**config.mk**
```make
export PLATFORM = sky130hd
export DESIGN_NAME = obi_pattern_matcher_flat
export DESIGN_NICKNAME = d
export VERILOG_FILES = /design/src/rtl/obi_pattern_matcher_pkg.sv /design/src/rtl/obi_pattern_matcher_if.sv /design/src/rtl/obi_pattern_matcher.sv /design/src/flat_wrapper.sv
export SDC_FILE = /design/constraint.sdc
export NUM_CORES = 1
export LEC_CHECK = 0
export CORE_MARGIN = 3
export CORE_UTILIZATION = 31
export DETAILED_ROUTE_END_ITERATION = 12
export PLACE_DENSITY = 0.83
export SLEW_MARGIN = 15
export SYNTH_ARGS = -nofsm -noshare
export SYNTH_HDL_FRONTEND = slang
export SYNTH_SLANG_ARGS = --single-unit
export TNS_END_PERCENT = 20
```
**constraint.sdc**
```tcl
create_clock -name clk_i -period 2.4 [get_ports clk_i]
set_clock_uncertainty 0.15 [all_clocks]
set_input_delay 0.48 -clock clk_i [delete_from_list [all_inputs] [get_ports clk_i]]
set_output_delay 0.48 -clock clk_i [all_outputs]
set_load 0.02 [all_outputs]
```
**src/rtl/obi_pattern_matcher_pkg.sv**
```systemverilog
// Shared types for the OBI pattern matcher.
//   pm_state_e     : controller states
//   PmWordBytes    : byte stride between consecutive words
//   mgr_obi_req_t  : manager-driven OBI fields (A channel)
//   mgr_obi_rsp_t  : subordinate-driven OBI fields (grant + R channel)
package obi_pattern_matcher_pkg;

  typedef enum logic [1:0] {
    IDLE,
    REQ,
    WAIT,
    DONE
  } pm_state_e;

  localparam int unsigned PmWordBytes = 4;

  typedef struct packed {
    logic        req;
    logic [31:0] addr;
    logic        we;
    logic [3:0]  be;
  } mgr_obi_req_t;

  typedef struct packed {
    logic        gnt;
    logic        rvalid;
    logic [31:0] rdata;
    logic        err;
  } mgr_obi_rsp_t;

endpackage

```
**src/rtl/obi_pattern_matcher_if.sv**
```systemverilog
// OBI manager bus bundle used by the pattern matcher.
//   req : manager -> subordinate (req, addr, we, be)
//   rsp : subordinate -> manager (gnt, rvalid, rdata, err)
// Modports: master (the matcher), slave (memory / responder).
interface obi_pattern_matcher_if;
  import obi_pattern_matcher_pkg::*;

  mgr_obi_req_t req;
  mgr_obi_rsp_t rsp;

  modport master (output req, input rsp);
  modport slave  (input req, output rsp);

endinterface

```
**src/rtl/obi_pattern_matcher.sv**
```systemverilog
// Reads NumWords words over OBI starting at BaseAddr after a rising edge on
// start_i, compares each (under CmpMask) with Pattern and reports done/match.
// Ports:
//   clk_i    : clock
//   rst_ni   : asynchronous active-low reset
//   start_i  : level from MMIO; a rising edge in IDLE/DONE starts a compare
//   done_o   : compare finished, sticky until the next accepted start
//   match_o  : all words matched, meaningful while done_o=1
//   obi      : OBI manager port (one outstanding read at a time)
module obi_pattern_matcher
  import obi_pattern_matcher_pkg::*;
#(
  parameter int unsigned                NumWords = 4,
  parameter logic [31:0]                BaseAddr = 32'h1000_0000,
  parameter logic [NumWords-1:0][31:0]  Pattern  = '0,
  parameter logic [31:0]                CmpMask  = 32'hFFFF_FFFF
) (
  input  logic                    clk_i,
  input  logic                    rst_ni,
  input  logic                    start_i,
  output logic                    done_o,
  output logic                    match_o,
  obi_pattern_matcher_if.master   obi
);

  localparam int unsigned IdxW = $clog2(NumWords + 1);

  pm_state_e       state_q, state_d;
  logic [IdxW-1:0] idx_q, idx_d;
  logic            start_q;
  logic            req_q, req_d;
  logic            done_q, done_d;
  logic            match_q, match_d;

  logic [31:0]     exp_word;
  logic            start_edge;
  logic            word_ok;
  logic            last_word;

  // Select the expected word by comparing against every index, which keeps
  // the select legal for any NumWords without an out-of-range index.
  always_comb begin
    exp_word = '0;
    for (int unsigned i = 0; i < NumWords; i++) begin
      if (idx_q == IdxW'(i)) exp_word = Pattern[i];
    end
  end

  // Edges seen while a read is in flight are dropped, not queued.
  assign start_edge = start_i & ~start_q & ((state_q == IDLE) || (state_q == DONE));
  assign word_ok    = ~obi.rsp.err && (((obi.rsp.rdata ^ exp_word) & CmpMask) == '0);
  assign last_word  = (idx_q == IdxW'(NumWords - 1));

  always_comb begin
    state_d = state_q;
    idx_d   = idx_q;
    req_d   = req_q;
    done_d  = done_q;
    match_d = match_q;
    unique case (state_q)
      IDLE, DONE: begin
        if (start_edge) begin
          idx_d   = '0;
          done_d  = 1'b0;
          match_d = 1'b0;
          req_d   = 1'b1;
          state_d = REQ;
        end
      end
      REQ: begin
        if (obi.rsp.gnt) begin
          req_d   = 1'b0;
          state_d = WAIT;
        end
      end
      WAIT: begin
        if (obi.rsp.rvalid) begin
          if (!word_ok) begin
            // Error or mismatch: stop early without reading further words.
            match_d = 1'b0;
            done_d  = 1'b1;
            state_d = DONE;
          end else if (last_word) begin
            match_d = 1'b1;
            done_d  = 1'b1;
            state_d = DONE;
          end else begin
            idx_d   = idx_q + IdxW'(1);
            req_d   = 1'b1;
            state_d = REQ;
          end
        end
      end
      default: state_d = IDLE;
    endcase
  end

  always_ff @(posedge clk_i or negedge rst_ni) begin
    if (!rst_ni) begin
      state_q <= IDLE;
      idx_q   <= '0;
      start_q <= 1'b0;
      req_q   <= 1'b0;
      done_q  <= 1'b0;
      match_q <= 1'b0;
    end else begin
      state_q <= state_d;
      idx_q   <= idx_d;
      start_q <= start_i;
      req_q   <= req_d;
      done_q  <= done_d;
      match_q <= match_d;
    end
  end

  // Address derives from idx, so it is stable for the whole REQ phase and
  // wraps naturally modulo 2^32.
  assign obi.req.req  = req_q;
  assign obi.req.addr = BaseAddr + (32'(idx_q) * 32'(PmWordBytes));
  assign obi.req.we   = 1'b0;
  assign obi.req.be   = 4'hF;

  assign done_o  = done_q;
  assign match_o = match_q;

endmodule

```
**src/flat_wrapper.sv**
```systemverilog
// flat-port wrapper written by rule: the top's interface ports become plain ports
module obi_pattern_matcher_flat import obi_pattern_matcher_pkg::*;
#(
  parameter int unsigned                NumWords = 4,
  parameter logic [31:0]                BaseAddr = 32'h1000_0000,
  parameter logic [NumWords-1:0][31:0]  Pattern  = '0,
  parameter logic [31:0]                CmpMask  = 32'hFFFF_FFFF
)
  (clk_i, rst_ni, start_i, done_o, match_o, obi_req, obi_rsp);
  obi_pattern_matcher_if obi_i ();
  input  logic clk_i;
  input  logic rst_ni;
  input  logic start_i;
  output logic done_o;
  output logic match_o;
  output wire logic [$bits(obi_i.req)-1:0] obi_req;
  input wire logic [$bits(obi_i.rsp)-1:0] obi_rsp;
  assign obi_req = obi_i.req;
  assign obi_i.rsp = obi_rsp;
  obi_pattern_matcher #(.NumWords(NumWords), .BaseAddr(BaseAddr), .Pattern(Pattern), .CmpMask(CmpMask)) u_core (.clk_i(clk_i), .rst_ni(rst_ni), .start_i(start_i), .done_o(done_o), .match_o(match_o), .obi(obi_i));
endmodule
```
==> qor.yml <==
vias: 776
finalPower_uw: 739
synth-edff-count: 0
postRouteAntennaNets: 0
gr-total-overflow: 0
insertion_delay_ps: 260
clock-sinks: 9
seq_area_frac_synth: 0.258
initial_core_util: 0.341
holdBufCountCts: 0
crit_type: "input port to flop"
r2r_start: "u_core.idx_q[0]$_DFFE_PN0P_"
final-max-slew-violation-count: 0
synthCells: 100
status: "complete, no violations"
syn_area_per_cell_sq_um: 8.75
ys_seq_elements: 9
max_freq_ghz: 0.454
core_area_sq_mm: 0.00257
grt_start_max_net_pins: 11
max-cap-violations: 0
route.detailed.drc: 0
power_switching_uw: 307
layout_min_cycle_time_ps: 2200
power_density_mw_per_mm2: 594
place.gp.congestion: 0.715
wl_mm: 2.11
cts_resized: 0
arrival_ps: 2210
leakagePower_nw: 0.547
num_antenna_cells: 0
pwr-share-seq: 0.270
cts_setup_buffers: 0
critical_path.startpoint: "obi_rsp[24]"
drive_gt1_frac: 0.0890
dieArea_sq_mm: 0.00349
clockBufferDepth: 2
cts_tree: "done"
hpwl_mm: 1.87
routed_via_density: 4.41
path_max_fanout: 4
ys_warn_count: 0
dieHeight_um: 59.1
initialDrtViolationCount: 9
fin_hold_ws_ps: 361
ys_types: 30
cts.htree.levels: 1
drt_first_pass_iters: 4
min_period_over_period: 0.918
critPathRequiredTime_ps: 2400
cts.reportedPaths.clkPinSlew_ps: 60
rsz0062_at_grt: "false"
final_nets: 189
syn_to_final_growth_pct: 42.2
grt_pass1_vias: 727
die_w_um: 59.1
ir_worst_vdd_mv: 0.520
grt_antenna_before_repair: 0
synthArstFlopShare: 1.00
final_common_cell: "clkdlybuf4s50_1"
p_int_uw: 432
critPathLaunchType: "input port"
endpoint_kind: "flop"
ys.flop_type: "dfrtp_1"
grt_pass1_wl_mm: 3.08
power_frac_comb: 0.571
io_pins: 78
clockPowerShare: 0.158
mostFrequentLayoutCells: "clkdlybuf4s50_1 (43), conb_1 (34), dfrtp_1 (9)"
io_buffers: 43
grt_usage: 0.117
num_rows: 18
cts-root-buf: "clkbuf_4"
hold_viol_final: 0
hp-class: "input port to async pin"
cts_made_buffers: 3
synth_area_sq_um: 875
setup_violations: 0
wl_per_cell_um: 12.0
p_sw_frac: 0.416
[metal layers]
metal,vias up,track usage,part of all wire
li1,382,-,-
met1,357,0.113,0.35
met2,33,0.240,0.57
met3,4,0.0349,0.070
met4,0,0.0194,0.0057
met5,-,0,0
[cells in the mapped netlist (all sizes together) (2+ instances only)]
master,count,area (sq um)
a21o,2,16.3
o211ai,2,15.0
nor2b,2,12.5
nand4,3,18.8
inv,4,15.0
nor2,2,7.51
nand2,7,26.3
conb,2,7.51
o21ai,2,10.0
ha,4,50.1
a21oi,3,15.0
buf,36,268
dfrtp,9,225
nand4b,2,17.5
nor4,8,75.1
[metrics by stage]
step	TNS, ps	utilization	instances	instance area, sq um	worst slack (ps)
after global routing	0	0.484	176	1240	46.6
final	0	0.484	176	1240	197
after global placement	0	0.474	172	1220	37.1
after detailed placement	-225	0.474	172	1220	-111
after CTS	0	0.484	176	1240	172
after floorplan	0	-	132	995	510
[cell type report]
class	count	area (sq um)
sequential	9	225
multi-input combinational	83	487
clock buffer	4	26.3
inverter	4	15.0
fill	247	1320
timing repair buffer	46	453
tap	30	37.5
[power groups by stage]
stage | registers [mW] | clock network, mW | logic (mW)
global route | 0.202 | 0.129 | 0.456
floorplan | 0.201 | 0 | 0.310
CTS | 0.200 | 0.118 | 0.418
global placement | 0.201 | 0 | 0.396
detailed placement | 0.203 | 0 | 0.413
finish | 0.200 | 0.117 | 0.422
[final timing paths]
path,endpoint,slack [ps],cells past startpoint
setup / recovery,u_core.req_q$_DFFE_PN0P_,200,6
hold / removal,u_core.state_q[1]$_DFFE_PN0P_,360,1
setup reg to reg,u_core.req_q$_DFFE_PN0P_,460,5
hold reg to reg,u_core.match_o$_DFFE_PN0P_,360,2
max in group asynchronous,u_core.idx_q[1]$_DFFE_PN0P_,1450,1
min in group clk_i,u_core.match_o$_DFFE_PN0P_,360,2
[flip-flops by register name, summed over array words and instances (netlist names)]
name and cells:
u_core.req_q 1, u_core.state_q 2, u_core.done_o 1, u_core.start_q 1, u_core.idx_q 3, u_core.match_o 1
[critical path, cell delays in order]
cell and delay [ps]:
clkdlybuf4s50_1 430, nor4_2 290, nand4_1 200, o41ai_2 480
nand3_1 140, a22o_1 190
[cell families (layout without fill, tap and decap cells)]
family          count (synthesis)  in the layout  synth area share
buf+inv                        40             54             0.323
simple gates                   30             30             0.223
compound gates                 15             15             0.130
flops                           9              9             0.258
fa+ha+maj                       4              4            0.0572
other cells                     2             34           0.00859
No activity file was read; power rests on OpenSTA's default activity.
